## src/rtl/char_ram_arbiter_pkg.sv

```systemverilog
// rtl/char_ram_arbiter_pkg.sv - shared constants and state type for the character RAM arbiter
package char_ram_arbiter_pkg;

    localparam int          DEF_RAM_BITS   = 13;
    localparam int          DEF_NUM_COLS   = 80;
    localparam int          DEF_NUM_ROWS   = 80;
    localparam int          DEF_FIFO_DEPTH = 4;
    localparam logic [7:0]  DEF_FILL_CHAR  = 8'h20;

    typedef enum logic {
        S_IDLE  = 1'b0,
        S_CLEAR = 1'b1
    } arb_state_t;

    function automatic int level_bits(input int depth);
        return $clog2(depth) + 1;
    endfunction

endpackage

```

## src/rtl/char_ram_arbiter_if.sv

```systemverilog
// rtl/char_ram_arbiter_if.sv - UART write, video read, clear control and RAM port bundle
interface char_ram_arbiter_if
    import char_ram_arbiter_pkg::*;
#(
    parameter int RAM_BITS   = DEF_RAM_BITS,
    parameter int FIFO_DEPTH = DEF_FIFO_DEPTH
);
    localparam int LVL_W = level_bits(FIFO_DEPTH);

    logic [RAM_BITS-1:0] wr_addr;
    logic [7:0]          wr_data;
    logic                wr_stb;
    logic                vid_req;
    logic [RAM_BITS-1:0] vid_addr;
    logic                vid_valid;
    logic [7:0]          vid_rdata;
    logic                clr_req;
    logic                clr_busy;
    logic                clr_done;
    logic                wr_overflow;
    logic [LVL_W-1:0]    fifo_level;
    logic                mem_en;
    logic                mem_we;
    logic [RAM_BITS-1:0] mem_addr;
    logic [7:0]          mem_wdata;
    logic [7:0]          mem_rdata;

    modport master (
        output wr_addr, wr_data, wr_stb, vid_req, vid_addr, clr_req, mem_rdata,
        input  vid_valid, vid_rdata, clr_busy, clr_done, wr_overflow, fifo_level,
        input  mem_en, mem_we, mem_addr, mem_wdata
    );

    modport slave (
        input  wr_addr, wr_data, wr_stb, vid_req, vid_addr, clr_req, mem_rdata,
        output vid_valid, vid_rdata, clr_busy, clr_done, wr_overflow, fifo_level,
        output mem_en, mem_we, mem_addr, mem_wdata
    );

endinterface

```

## src/rtl/char_wr_fifo.sv

```systemverilog
// rtl/char_wr_fifo.sv - synchronous write-buffer FIFO; a push into a full FIFO succeeds only alongside a pop
module char_wr_fifo #(
    parameter int WIDTH = 21,
    parameter int DEPTH = 4
) (
    input  logic                     clk,
    input  logic                     rst_n,
    input  logic                     push,
    input  logic [WIDTH-1:0]         din,
    input  logic                     pop,
    output logic [WIDTH-1:0]         dout,
    output logic                     full,
    output logic                     empty,
    output logic [$clog2(DEPTH):0]   level
);
    localparam int AW = $clog2(DEPTH);

    logic [WIDTH-1:0] mem [DEPTH];
    logic [AW-1:0]    wr_ptr;
    logic [AW-1:0]    rd_ptr;
    logic             do_push;
    logic             do_pop;

    assign empty   = (level == '0);
    assign full    = (level == (AW+1)'(DEPTH));
    assign do_pop  = pop && !empty;
    assign do_push = push && (!full || do_pop);
    assign dout    = mem[rd_ptr];

    always_ff @(posedge clk or negedge rst_n) begin
        if (!rst_n) begin
            wr_ptr <= '0;
            rd_ptr <= '0;
            level  <= '0;
        end else begin
            if (do_push) wr_ptr <= wr_ptr + 1'b1;
            if (do_pop)  rd_ptr <= rd_ptr + 1'b1;
            case ({do_push, do_pop})
                2'b10:   level <= level + 1'b1;
                2'b01:   level <= level - 1'b1;
                default: level <= level;
            endcase
        end
    end

    // Storage carries no reset; validity is tracked by the pointers alone.
    always_ff @(posedge clk) begin
        if (do_push) mem[wr_ptr] <= din;
    end

endmodule

```

## src/rtl/char_ram_arbiter.sv

```systemverilog
// rtl/char_ram_arbiter.sv - single-port character RAM arbiter: video reads, clear sweep, buffered UART writes
module char_ram_arbiter
    import char_ram_arbiter_pkg::*;
#(
    parameter int         RAM_BITS   = DEF_RAM_BITS,
    parameter int         NUM_COLS   = DEF_NUM_COLS,
    parameter int         NUM_ROWS   = DEF_NUM_ROWS,
    parameter int         FIFO_DEPTH = DEF_FIFO_DEPTH,
    parameter logic [7:0] FILL_CHAR  = DEF_FILL_CHAR
) (
    input  logic                  clk,
    input  logic                  rst_n,
    char_ram_arbiter_if.slave     bus
);
    localparam int                  LVL_W     = level_bits(FIFO_DEPTH);
    localparam logic [RAM_BITS-1:0] LAST_ADDR = RAM_BITS'(NUM_COLS * NUM_ROWS - 1);

    arb_state_t            state;
    logic [RAM_BITS-1:0]   clr_ptr;
    logic                  grant_clr;
    logic                  grant_fifo;
    logic                  fifo_full;
    logic                  fifo_empty;
    logic [LVL_W-1:0]      level;
    logic [RAM_BITS+7:0]   head;

    char_wr_fifo #(
        .WIDTH (RAM_BITS + 8),
        .DEPTH (FIFO_DEPTH)
    ) u_fifo (
        .clk   (clk),
        .rst_n (rst_n),
        .push  (bus.wr_stb),
        .din   ({bus.wr_addr, bus.wr_data}),
        .pop   (grant_fifo),
        .dout  (head),
        .full  (fifo_full),
        .empty (fifo_empty),
        .level (level)
    );

    // Video always wins; the buffered writes wait out the whole clear sweep.
    assign grant_clr  = !bus.vid_req && (state == S_CLEAR);
    assign grant_fifo = !bus.vid_req && (state != S_CLEAR) && !fifo_empty;

    assign bus.mem_en     = rst_n && (bus.vid_req || grant_clr || grant_fifo);
    assign bus.mem_we     = rst_n && (grant_clr || grant_fifo);
    assign bus.vid_rdata  = bus.mem_rdata;
    assign bus.fifo_level = level;

    always_comb begin
        bus.mem_addr  = head[RAM_BITS+7:8];
        bus.mem_wdata = head[7:0];
        if (bus.vid_req) begin
            bus.mem_addr = bus.vid_addr;
        end else if (grant_clr) begin
            bus.mem_addr  = clr_ptr;
            bus.mem_wdata = FILL_CHAR;
        end
    end

    always_ff @(posedge clk or negedge rst_n) begin
        if (!rst_n) begin
            state           <= S_IDLE;
            clr_ptr         <= '0;
            bus.vid_valid   <= 1'b0;
            bus.clr_busy    <= 1'b0;
            bus.clr_done    <= 1'b0;
            bus.wr_overflow <= 1'b0;
        end else begin
            bus.vid_valid <= bus.vid_req;
            bus.clr_done  <= 1'b0;
            if (bus.wr_stb && fifo_full && !grant_fifo) bus.wr_overflow <= 1'b1;
            case (state)
                S_IDLE: begin
                    if (bus.clr_req) begin
                        state        <= S_CLEAR;
                        clr_ptr      <= '0;
                        bus.clr_busy <= 1'b1;
                    end
                end
                S_CLEAR: begin
                    if (grant_clr) begin
                        if (clr_ptr == LAST_ADDR) begin
                            state        <= S_IDLE;
                            clr_ptr      <= '0;
                            bus.clr_busy <= 1'b0;
                            bus.clr_done <= 1'b1;
                        end else begin
                            clr_ptr <= clr_ptr + 1'b1;
                        end
                    end
                end
                default: state <= S_IDLE;
            endcase
        end
    end

endmodule

```

## src/flat_wrapper.sv

```systemverilog
// flat-port wrapper written by rule: the top's interface ports become plain ports
module char_ram_arbiter_flat import char_ram_arbiter_pkg::*;
#(
    parameter int         RAM_BITS   = DEF_RAM_BITS,
    parameter int         NUM_COLS   = DEF_NUM_COLS,
    parameter int         NUM_ROWS   = DEF_NUM_ROWS,
    parameter int         FIFO_DEPTH = DEF_FIFO_DEPTH,
    parameter logic [7:0] FILL_CHAR  = DEF_FILL_CHAR
)
  (clk, rst_n, bus_wr_addr, bus_wr_data, bus_wr_stb, bus_vid_req, bus_vid_addr, bus_clr_req, bus_mem_rdata, bus_vid_valid, bus_vid_rdata, bus_clr_busy, bus_clr_done, bus_wr_overflow, bus_fifo_level, bus_mem_en, bus_mem_we, bus_mem_addr, bus_mem_wdata);
  char_ram_arbiter_if #(.RAM_BITS(RAM_BITS), .FIFO_DEPTH(FIFO_DEPTH)) bus_i ();
  input  logic clk;
  input  logic rst_n;
  input wire logic [$bits(bus_i.wr_addr)-1:0] bus_wr_addr;
  input wire logic [$bits(bus_i.wr_data)-1:0] bus_wr_data;
  input wire logic [$bits(bus_i.wr_stb)-1:0] bus_wr_stb;
  input wire logic [$bits(bus_i.vid_req)-1:0] bus_vid_req;
  input wire logic [$bits(bus_i.vid_addr)-1:0] bus_vid_addr;
  input wire logic [$bits(bus_i.clr_req)-1:0] bus_clr_req;
  input wire logic [$bits(bus_i.mem_rdata)-1:0] bus_mem_rdata;
  output wire logic [$bits(bus_i.vid_valid)-1:0] bus_vid_valid;
  output wire logic [$bits(bus_i.vid_rdata)-1:0] bus_vid_rdata;
  output wire logic [$bits(bus_i.clr_busy)-1:0] bus_clr_busy;
  output wire logic [$bits(bus_i.clr_done)-1:0] bus_clr_done;
  output wire logic [$bits(bus_i.wr_overflow)-1:0] bus_wr_overflow;
  output wire logic [$bits(bus_i.fifo_level)-1:0] bus_fifo_level;
  output wire logic [$bits(bus_i.mem_en)-1:0] bus_mem_en;
  output wire logic [$bits(bus_i.mem_we)-1:0] bus_mem_we;
  output wire logic [$bits(bus_i.mem_addr)-1:0] bus_mem_addr;
  output wire logic [$bits(bus_i.mem_wdata)-1:0] bus_mem_wdata;
  assign bus_i.wr_addr = bus_wr_addr;
  assign bus_i.wr_data = bus_wr_data;
  assign bus_i.wr_stb = bus_wr_stb;
  assign bus_i.vid_req = bus_vid_req;
  assign bus_i.vid_addr = bus_vid_addr;
  assign bus_i.clr_req = bus_clr_req;
  assign bus_i.mem_rdata = bus_mem_rdata;
  assign bus_vid_valid = bus_i.vid_valid;
  assign bus_vid_rdata = bus_i.vid_rdata;
  assign bus_clr_busy = bus_i.clr_busy;
  assign bus_clr_done = bus_i.clr_done;
  assign bus_wr_overflow = bus_i.wr_overflow;
  assign bus_fifo_level = bus_i.fifo_level;
  assign bus_mem_en = bus_i.mem_en;
  assign bus_mem_we = bus_i.mem_we;
  assign bus_mem_addr = bus_i.mem_addr;
  assign bus_mem_wdata = bus_i.mem_wdata;
  char_ram_arbiter #(.RAM_BITS(RAM_BITS), .NUM_COLS(NUM_COLS), .NUM_ROWS(NUM_ROWS), .FIFO_DEPTH(FIFO_DEPTH), .FILL_CHAR(FILL_CHAR)) u_core (.clk(clk), .rst_n(rst_n), .bus(bus_i));
endmodule
```

## config.mk

```make
export PLATFORM = sky130hd
export DESIGN_NAME = char_ram_arbiter_flat
export DESIGN_NICKNAME = d
export VERILOG_FILES = /design/src/rtl/char_ram_arbiter_pkg.sv /design/src/rtl/char_ram_arbiter_if.sv /design/src/rtl/char_wr_fifo.sv /design/src/rtl/char_ram_arbiter.sv /design/src/flat_wrapper.sv
export SDC_FILE = /design/constraint.sdc
export NUM_CORES = 1
export LEC_CHECK = 0
export ABC_AREA = 1
export CORE_MARGIN = 2
export CORE_UTILIZATION = 53
export CTS_CLUSTER_SIZE = 12
export DETAILED_ROUTE_END_ITERATION = 10
export PLACE_DENSITY = 0.92
export SLEW_MARGIN = 20
export SYNTH_ARGS = -nofsm -noshare
export SYNTH_HDL_FRONTEND = slang
export SYNTH_HIERARCHICAL = 1
export SYNTH_SLANG_ARGS = --single-unit
```

## constraint.sdc

```tcl
create_clock -name clk -period 3.3 [get_ports clk]
set_input_delay 0.66 -clock clk [delete_from_list [all_inputs] [get_ports clk]]
set_output_delay 0.66 -clock clk [all_outputs]
set_load 0.05 [all_outputs]
```

==> results_dict.tcl <==
set metrics [dict create \
    crit_buf_inv 4 \
    die_width_um 100.5 \
    cts-root-buf "clkbuf_8" \
    gp_congestion 0.8525 \
    drive_gt1_share_pct 14.23 \
    groute.usage.overall_pct 23.60 \
    via_count 3733 \
    worst_pin_slew_ps 720.6 \
    yosys-top-cells-count "edfxtp_1, nor2_1, nand2_1, inv_1, o21ai_0" \
    ys_types 29 \
    pin_count 85 \
    critPathMaxStageDelay_ps 620 \
    clock.fmax_mhz 345.6 \
    drtIter0Drc 340 \
    port_buffers 68 \
    viasPerCell 5.665 \
    post_cts_resized 0 \
    gr-total-overflow 0 \
    first_global_vias 3832 \
    fin_crit_sh_pct 87.69 \
    core_area_um2 9153 \
    hp-class "flip-flop to flip-flop" \
    multi_input_area_um2 1473 \
    syn_nets 527 \
    die-area_um2 10100 \
    post-synth-top-count-cell "edfxtp_1" \
    critPathArrivalTime_ps 2230 \
    wl_per_cell_um 17.00 \
    cp_common_cell "inv_1" \
    power_density_nw_per_um2 623.6 \
    dp_hpwl_um 7910 \
    first_pass_iters 6 \
    hold_violations 0 \
    synth_warnings 6 \
    cts_setup_buffers 0 \
    layout.nets 596 \
    worstPathRequired_ps 2640 \
    grt_pass1_wl_um 18340 \
    start_util_pct 53.93 \
    die_h_um 100.5 \
    fill_cells 650 \
    clkLatencyLatePin_ps 370 \
    ant_nets 0 \
    async_flop_share_pct 22.94 \
    synth_edf_count 84 \
    critical-path-top-delay-family "buffers and inverters" \
    synth_area_leader_cell "edfxtp_1" \
    finalCriticalPeriod_ps 2894 \
    drv_cap 0 \
    cts_sinks 109 \
    seqCellArea_um2 3148 \
    antenna_found_initial 0 \
    rows 35 \
    slowest_stage "clkdlybuf4s50_1" \
    num_antenna_cells 0 \
    rsz0062_at_grt "no" \
    worst_setup_path_start_kind "primary input" \
    yosysSeqAreaShare_pct 63.78 \
    route.detailed.drc 0 \
    leakage_nw 2.450 \
    drt-total-wl_um 11200 \
    cts_hold_buf 0 \
    run_status "finished, final reports clean" \
    critPathCaptureType "output port" \
    htree_levels 3 \
    grt_start_max_net_pins 44 \
    synth_area_leaders "edfxtp_1, dfrtp_1, nor2_1" \
    finClkSkew_ps 10.38 \
    cts-buffers-inserted 9 \
    setup_violations 0 \
    drv_slew 0 \
    synthFlopType "edfxtp_1" \
    areaGrowthSynthToFinish_pct 24.61 \
    crit_type "primary input to output port" \
    final_core_util_pct 67.20 \
    path_max_fanout 12 \
    tns_ps 0 \
    clockBufferDepth 2 \
    cts_tree "yes" \
    netlist_area_um2 4936 \
    ys_ff_latch 109 \
    synth_cells 474 \
    worst_ir_drop_vdd_mv 0.3468 \
    path_cells "clkdlybuf4s50_1 -> inv_1 -> nand2_2 -> inv_1 -> or2_2 -> buf_4" \
    maxSlewHeadroom_pct 51.89 \
    synth_top_area_share_pct 51.10 \
    avgSynthCellArea_um2 10.41 \
    clk_pin_slew_ps 100 \
]
==> through the flow <==
stage	hold WS (ps)	std cells	area [um2]	setup slack (ps)	power, mW
2_1_floorplan	364.4	474	4936	412.5	2.575
3_3_place_gp	456.5	643	5947	429.9	2.962
3_5_place_dp	475.7	643	5947	411.2	3.032
4_1_cts	499.2	659	6151	396.6	3.850
5_1_grt	517.3	659	6151	253.9	4.019
6_report	497.4	659	6151	406.1	3.836
==> layout make-up <==
cell class	count	area share [%]
Sequential cell	109	51.18
Multi-Input combinational cell	294	23.94
Tap cell	111	2.258
Timing Repair Buffer	84	16.56
Inverter	45	2.746
Clock inverter	7	1.302
Clock buffer	9	2.014
==> layer usage <==
| layer | global-route usage (%) | share of wire, % | wire (um) | vias to the layer above |
|---|---|---|---|---|
| met5 | 0 | 0 | 0 | - |
| met4 | 11.38 | 2.9 | 325 | 0 |
| met3 | 2.982 | 6.9 | 772 | 33 |
| met2 | 39.70 | 51 | 5731 | 194 |
| met1 | 30.61 | 39 | 4371 | 1761 |
| li1 | - | - | - | 1745 |
==> cells by family after synthesis <==
logic type | share of synthesized area [%]
compound gates | 9.962
xor+xnor | 0.8872
fa+ha+maj | 1.673
buf+inv | 6.388
flops | 63.78
simple gates | 17.31
==> where the power goes <==
group	internal, mW	switching [mW]	leakage [nW]
clock network	0.364	0.466	0.103
registers	1.78	0.141	1.08
logic	0.399	0.687	1.27
total	2.54	1.29	2.45
==> worst paths after layout <==
| kind | slack (ps) | from | end | depth (start not counted) |
|---|---|---|---|---|
| min in group asynchronous | 690 | rst_n | u_core/clr_ptr[8] | 2 |
| min | 500 | u_core/bus.wr_overflow | u_core/bus.wr_overflow | 1 |
| max | 410 | bus_vid_req | bus_mem_wdata[5] | 6 |
| max reg2reg | 1330 | u_core/state | u_core/u_fifo/level[1] | 9 |
| max in group asynchronous | 2360 | rst_n | u_core/u_fifo/rd_ptr[1] | 2 |
| min reg2reg | 500 | u_core/bus.wr_overflow | u_core/bus.wr_overflow | 1 |
==> sequential cells by signal, summed over array words and instances, names as in the netlist <==
register and cells:
u_core/u_fifo/mem 84, u_core/u_fifo/level 3, u_core/bus.clr_busy 1, u_core/bus.wr_overflow 1, u_core/u_fifo/wr_ptr 2, u_core/bus.clr_done 1, u_core/state 1, u_core/u_fifo/rd_ptr 2
u_core/clr_ptr 13, u_core/bus.vid_valid 1
==> placed cells by master (no fill, tap or decap), drive strengths merged, types with 5 or more instances in the layout <==
cell type / count
o22ai: 21
a21oi: 5
ha: 5
o21ai: 48
nor2: 85
nand3: 21
edfxtp: 84
clkdlybuf4s50: 45
nand2: 85
xor2: 5
inv: 49
nand4: 5
clkbuf: 9
o211ai: 10
dfrtp: 25
buf: 39
Note: power is estimated with default switching activity, not from simulation.
